File: src/rtl/i2s_rx.sv
// rtl/i2s_rx.sv - I2S slave receiver: pin sync, ws framing lock, stereo sample output with vld strobe
module i2s_rx #(
    parameter int SLOT_BITS = 32,
    parameter int DATA_BITS = 24,
    parameter int OUT_W     = 16
) (
    input  logic                    clk,
    input  logic                    rst_n,
    input  logic                    I2S_sclk,
    input  logic                    I2S_ws,
    input  logic                    I2S_data,
    output logic signed [OUT_W-1:0] lft_chnnl,
    output logic signed [OUT_W-1:0] rght_chnnl,
    output logic                    vld
);

    typedef enum logic [1:0] {SYNC, LEFT, RIGHT} state_t;

    localparam logic [5:0] SLOT_CNT = 6'(SLOT_BITS);
    localparam logic [5:0] DATA_CNT = 6'(DATA_BITS);

    // [0],[1] are the metastability stages; sclk_q[2] is the edge-detect history.
    // The ws history stage is ws_prev_q, taken at sclk rate.
    logic [2:0] sclk_q;
    logic [1:0] ws_q;
    logic [1:0] data_q;

    logic sclk_rise;
    logic ws_s;
    logic dat_s;

    state_t                 state_q;
    logic [5:0]             bit_cnt_q;
    logic [5:0]             bit_cnt_d;
    logic [2*DATA_BITS-1:0] shft_q;
    logic                   ws_prev_q;
    logic                   slot_ws;
    logic [OUT_W-1:0]       lft_q;
    logic [OUT_W-1:0]       rght_q;
    logic                   vld_q;

    always_ff @(posedge clk or negedge rst_n) begin
        if (!rst_n) begin
            sclk_q <= '0;
            ws_q   <= '0;
            data_q <= '0;
        end else begin
            sclk_q <= {sclk_q[1:0], I2S_sclk};
            ws_q   <= {ws_q[0], I2S_ws};
            data_q <= {data_q[0], I2S_data};
        end
    end

    assign sclk_rise = sclk_q[1] & ~sclk_q[2];
    assign ws_s      = ws_q[1];
    assign dat_s     = data_q[1];
    assign bit_cnt_d = bit_cnt_q + 6'd1;
    assign slot_ws   = (state_q == RIGHT);

    always_ff @(posedge clk or negedge rst_n) begin
        if (!rst_n) begin
            state_q   <= SYNC;
            bit_cnt_q <= '0;
            shft_q    <= '0;
            ws_prev_q <= 1'b0;
            lft_q     <= '0;
            rght_q    <= '0;
            vld_q     <= 1'b0;
        end else begin
            vld_q <= 1'b0;
            if (sclk_rise) begin
                ws_prev_q <= ws_s;
                case (state_q)
                    SYNC: begin
                        if (ws_prev_q && !ws_s) begin
                            state_q   <= LEFT;
                            bit_cnt_q <= '0;
                        end
                    end
                    LEFT, RIGHT: begin
                        if (bit_cnt_d < SLOT_CNT) begin
                            if (ws_s == slot_ws) begin
                                bit_cnt_q <= bit_cnt_d;
                                if (bit_cnt_d <= DATA_CNT) begin
                                    shft_q <= {shft_q[2*DATA_BITS-2:0], dat_s};
                                end
                            end else begin
                                state_q <= SYNC;
                            end
                        end else if (ws_s != slot_ws) begin
                            // The closing ws edge doubles as the opening edge of the next slot.
                            bit_cnt_q <= '0;
                            if (state_q == LEFT) begin
                                state_q <= RIGHT;
                            end else begin
                                state_q <= LEFT;
                                lft_q   <= shft_q[2*DATA_BITS-1 -: OUT_W];
                                rght_q  <= shft_q[DATA_BITS-1 -: OUT_W];
                                vld_q   <= 1'b1;
                            end
                        end else begin
                            state_q <= SYNC;
                        end
                    end
                    default: state_q <= SYNC;
                endcase
            end
        end
    end

    assign lft_chnnl  = lft_q;
    assign rght_chnnl = rght_q;
    assign vld        = vld_q;

endmodule

File: config.mk
export PLATFORM = sky130hd
export DESIGN_NAME = i2s_rx
export DESIGN_NICKNAME = d
export VERILOG_FILES = /design/src/rtl/i2s_rx.sv
export SDC_FILE = /design/constraint.sdc
export NUM_CORES = 1
export LEC_CHECK = 0
export CAP_MARGIN = 20
export CORE_ASPECT_RATIO = 2
export CORE_MARGIN = 4
export CORE_UTILIZATION = 56
export DETAILED_ROUTE_END_ITERATION = 8
export PLACE_DENSITY = 0.75
export SETUP_SLACK_MARGIN = 0.05
export SYNTH_ARGS = -nofsm -noshare
export SYNTH_HDL_FRONTEND = slang
export SYNTH_SLANG_ARGS = --single-unit
File: constraint.sdc
create_clock -name clk -period 2.8 [get_ports clk]
set_clock_uncertainty 0.15 [all_clocks]
set_input_delay 0.42 -clock clk [delete_from_list [all_inputs] [get_ports clk]]
set_output_delay 0.42 -clock clk [all_outputs]
set_load 0.005 [all_outputs]
Word-level counts from Yosys, hierarchy flattened
Index checks and enable logic that the tools add are counted.
{ "totals": {"inputBits": 5, "output_inout_bits": 33, "elab_cells": 50, "ff_bits": 97} }
{ "classes": {"n_reduce_logical": 9, "n_bitwise": 4, "n_eq_ne": 8, "n_mux": 16, "n_addsub": 1, "n_lt_le_gt_ge": 2} }
{ "op_table": {"columns": ["operator", "n"], "rows": [
  ["6-bit two-way mux", 4],
  ["5-bit AND reduction", 3],
  ["6-bit case mux with 2 select lines", 1],
  ["2-bit two-way mux", 5],
  ["3-bit != test, second input constant", 3],
  ["6-bit by 1-bit adder with 6-bit output, second input constant", 1],
  ["6-bit by 5-bit less-or-equal comparator with 1-bit output, second input constant", 1],
  ["6-bit < comparator, second input constant", 1],
  ["1-bit two-way mux", 5],
  ["2-bit case mux with 2 select lines", 1],
  ["1-bit NOT", 3],
  ["3-bit AND reduction", 1],
  ["2-bit by 1-bit equality test with 1-bit output, second input constant", 1],
  ["2-bit equality test, second input constant", 1],
  ["2-bit logical NOT", 1],
  ["2-bit != test, second input constant", 1],
  ["2-bit nonzero test", 1],
  ["2-bit OR reduction", 1],
  ["1-bit AND", 1],
  ["1-bit equality test", 1],
  ["1-bit logical AND", 1],
  ["1-bit logical NOT", 1],
  ["1-bit != test", 1]
]} }

Longest topological paths before layout
{ "depth": {"word_depth": 6, "mapped_depth": 8} }

Worst setup path after synthesis
No wires, ideal clock.
{ "synth_timing": {"path_kind": "register -> register", "start": "register bit_cnt_q[0]", "end": "register shft_q[27]", "path_stages_with_launch": 9, "slack_ns": 0.541, "period_less_slack_ns": 2.259, "setup_ns": 0.125, "arrival_ns": 1.985, "n_path_buf": 2, "cell_sequence": "dfrtp_1 > ha_1 > nor2b_1 > nor4b_1 > nor4_1 > nand2_1 > buf_2 > buf_4 > mux2_2"} }
{ "synth_between": {"elab_chain_len": 3} }
{ "synth_lines": {"columns": ["item", "line_no", "rtl"], "rows": [
  ["start, declared", "33", "logic [5:0] bit_cnt_q;"],
  ["start signal, assigned", "83", "bit_cnt_q <= bit_cnt_d;"],
  ["6-bit by 1-bit adder with 6-bit output (*)", "57", "assign bit_cnt_d = bit_cnt_q + 6'd1;"],
  ["6-bit < comparator / 6-bit by 5-bit less-or-equal comparator with 1-bit output (equally long branches)", "81, 84", null],
  ["5-bit AND reduction (no line) (*)", null, null],
  ["end signal, assigned", "85", "shft_q <= {shft_q[2*DATA_BITS-2:0], dat_s};"],
  ["end, declared", "35", "logic [2*DATA_BITS-1:0] shft_q;"]
]} }
Every way passes the cells marked *; elsewhere a longest branch is shown, timed or not.
A chain may end at the register's enable or synchronous reset.

Worst setup path after layout
{ "layout_timing": {"start": "register state_q[0]", "end": "register lft_q[7] (netlist: lft_chnnl[7])"} }
{ "layout_between": {"elab_chain_len": 3} }
{ "layout_lines": {"columns": ["item", "line_no", "rtl"], "rows": [
  ["start, declared", "32", "state_t state_q;"],
  ["start signal, assigned", "62", "state_q <= SYNC;"],
  ["start signal, assigned", "76", "state_q <= LEFT;"],
  ["start signal, assigned", "88", "state_q <= SYNC;"],
  ["2-bit equality test / 2-bit by 1-bit equality test with 1-bit output (equally long branches)", "58, 73, 93", null],
  ["1-bit != test (tied with other cells)", "90", "end else if (ws_s != slot_ws) begin"],
  ["5-bit AND reduction (no line) (*)", null, null],
  ["end signal, assigned", "97", "lft_q <= shft_q[2*DATA_BITS-1 -: OUT_W];"],
  ["end, declared", "38", "logic [OUT_W-1:0] lft_q;"]
]} }
Marks and branches as above.

==> results_dict.tcl <==
set metrics [dict create \
    port-buffer-count 37 \
    crit_chain "inv_1 > ha_1 > xor2_1 > nand2_1 > nor4_4 > buf_4 > mux2_2" \
    drc 0 \
    final_cell_area_um2 4520 \
    grt.total_usage_pct 16.3 \
    antenna_found_initial 0 \
    ys_ff_latch 96 \
    synth_mux_area_share_pct 24.4 \
    fp.dieW_um 66.2 \
    synth_xor_area_share_pct 0.462 \
    post_cts_buffers 0 \
    max-cap-violations 0 \
    final_cells 381 \
    status "finished, final reports clean" \
    cp_max_fo 16 \
    yosys_warnings 0 \
    yosys.area.top_type "dfrtp_1" \
    crit_slowest_cell "xor2_1" \
    final_common_cell "dfrtp_1" \
    worstMarginPinSlew_ns 0.925 \
    nets 298 \
    start_util_pct 57.2 \
    met1_length_um 2380 \
    cts.clk_slew.worst_paths_ns 0.06 \
    arrival_ns 2.51 \
    critPathKind "register to register" \
    clkSinkCount 96 \
    critPathMaxStageDelay_ns 0.43 \
    hold_path.class "input pin to async pin" \
    finalCritPeriodShare_pct 87.7 \
    finalMaxSlewViolations 0 \
    place_area_um2 4240 \
    postRouteAntennaNets 0 \
    area_delta_synth_final_pct 19.4 \
    slew_headroom_pct 38.3 \
    async_reset_ff_share_pct 100 \
    synth_nets 255 \
    synth_compound_area_share_pct 2.87 \
    synthSimpleGateAreaFrac_pct 4.92 \
    synth_top_family_by_area "multiplexers" \
    cts_buffer_depth 2 \
    crit_path_start_kind "register" \
    setup_violations 0 \
    core_area_um2 6620 \
    synth_top_flop_cell "dfrtp_1" \
    synth_area_um2 3790 \
    multi_input_area_um2 1300 \
    grt_pass1_vias 2184 \
    ios 38 \
    holdWs_ns 0.0618 \
    end_kind "register" \
    ys_seq_area_share_pct 63.4 \
    ys_types 34 \
    wl_met3_um 236 \
    drive_above_1_share_pct 33.1 \
    ff_latch_area_um2 2400 \
    num_rows 42 \
    cts.repair.resized 0 \
    synth_adder_area_share_pct 1.65 \
    final.min_clock_period_ns 2.46 \
    yosys-top-cells-area "dfrtp_1 63%, mux2_2 23%, mux2_1 1.8%" \
    clkLatencyLatePin_ns 0.33 \
    wl_per_cell_um 15.6 \
    die_y_um 124 \
    critical_path_required_ns 2.86 \
    numCtsBuffers 9 \
    holdBufCountCts 0 \
    ir_drop_v 0.000451 \
    grt_first_pass_wirelength_um 10200 \
    yosys.area.top_type_share_pct 63.4 \
    dieArea_um2 8230 \
    syn_avg_cell_area_um2 15.5 \
    dp_cells 365 \
    leakage_nw 2.22 \
    diodes 0 \
    rsz0062_at_grt "no" \
    hold_violations 0 \
    wl_met2_um 3220 \
    dr.max_layer_used "met4" \
    fillers 510 \
    cts_tree "yes" \
    fin_setup_tns_ns 0 \
    netlist_instances 245 \
    first_iter_violations 132 \
    overflow 0 \
    power_density_nw_per_um2 653 \
    place.gp.congestion 0.793 \
    routed_wl_um 5950 \
    drtPass1Iterations 6 \
    htree_levels 3 \
    synth_edf_count 0 \
    clockRootBuffer "clkbuf_16" \
    place_hpwl_um 4000 \
    final_cell_mix "96 x dfrtp_1, 76 x mux2_2, 36 x clkdlybuf4s50_1" \
    grt_max_degree 78 \
    max_freq_ghz 0.407 \
    via_per_inst 5.41 \
    vias 2062 \
]
[critical path: cells and delay by family, from the launching register on]
kind | cells | cell delay [ns]
simple gates | 2 | 0.41
mux | 1 | 0.37
flops | 1 | 0.39
xor+xnor | 1 | 0.43
fa+ha+maj | 1 | 0.20
buf+inv | 2 | 0.38
[synth_stat cells, types with 3 or more instances]
| cell type | count |
|---|---|
| nand2_1 | 10 |
| nand2b_1 | 3 |
| ha_1 | 5 |
| a21oi_1 | 3 |
| dfrtp_1 | 96 |
| o21ai_0 | 4 |
| buf_6 | 4 |
| nor3_1 | 4 |
| nor2_1 | 4 |
| buf_2 | 4 |
| mux2_1 | 6 |
| mux2_2 | 76 |
[flip-flops by register name, summed over array words and instances, names as in the netlist]
signal and flops:
bit_cnt_q 5, data_q 2, lft_chnnl 16, rght_chnnl 16, sclk_q 3, shft_q 48, state_q 2, vld 1
ws_prev_q 1, ws_q 2
[metal layers]
layer | vias to the layer above | global-route usage (%)
met4 | 0 | 7.90
li1 | 951 | -
met3 | 10 | 4.87
met1 | 1063 | 19.8
met5 | - | 0
met2 | 38 | 25.8
[final cells by class]
| cell class | instances | share of cell area, % |
|---|---|---|
| Tap cell | 88 | 2.43 |
| Clock buffer | 13 | 5.31 |
| Timing Repair Buffer | 42 | 9.24 |
| Inverter | 2 | 0.166 |
| Multi-Input combinational cell | 137 | 28.8 |
| Clock inverter | 3 | 0.941 |
| Sequential cell | 96 | 53.1 |
[path summary, 6_finish.rpt]
check                                        from                        to  slack (ns)  cells after the start
min                                         rst_n  bit_cnt_q[3]$_DFFE_PN0P_        0.06                      1
min in group clk                ws_q[0]$_DFF_PN0_         ws_q[1]$_DFF_PN0_        0.20                      0
min reg2reg                     ws_q[0]$_DFF_PN0_         ws_q[1]$_DFF_PN0_        0.20                      0
max                        state_q[0]$_DFFE_PN0P_  lft_chnnl[7]$_DFFE_PN0P_        0.34                      7
max in group asynchronous                   rst_n  lft_chnnl[9]$_DFFE_PN0P_        1.73                      2
max reg2reg                state_q[0]$_DFFE_PN0P_  lft_chnnl[7]$_DFFE_PN0P_        0.34                      7
[power breakdown]
group / total [mW] / internal (mW) / switching [mW]
logic: 0.285 / 0.125 / 0.160
registers: 1.51 / 1.45 / 0.0631
clock network: 1.16 / 0.692 / 0.464
total: 2.95 / 2.27 / 0.687
[metrics by stage]
stage               utilization (%)  worst slack (ns)  power (mW)
floorplan                         -             0.541        1.73
global placement               64.0             0.413        1.81
detailed placement             64.0             0.372        1.82
CTS                            68.3             0.316        2.99
global route                   68.3             0.153        3.08
finish                         68.3             0.345        2.95
[logic make-up after synthesis]
| kind of cell | Yosys count |
|---|---|
| buffers and inverters | 12 |
| XOR/XNOR | 2 |
| flip-flops | 96 |
| AO/OA/AOI/OAI | 16 |
| adder cells (fa/ha/maj) | 5 |
| AND/OR/NAND/NOR | 32 |
| multiplexers | 82 |
No activity file was read; power rests on OpenSTA's default activity.
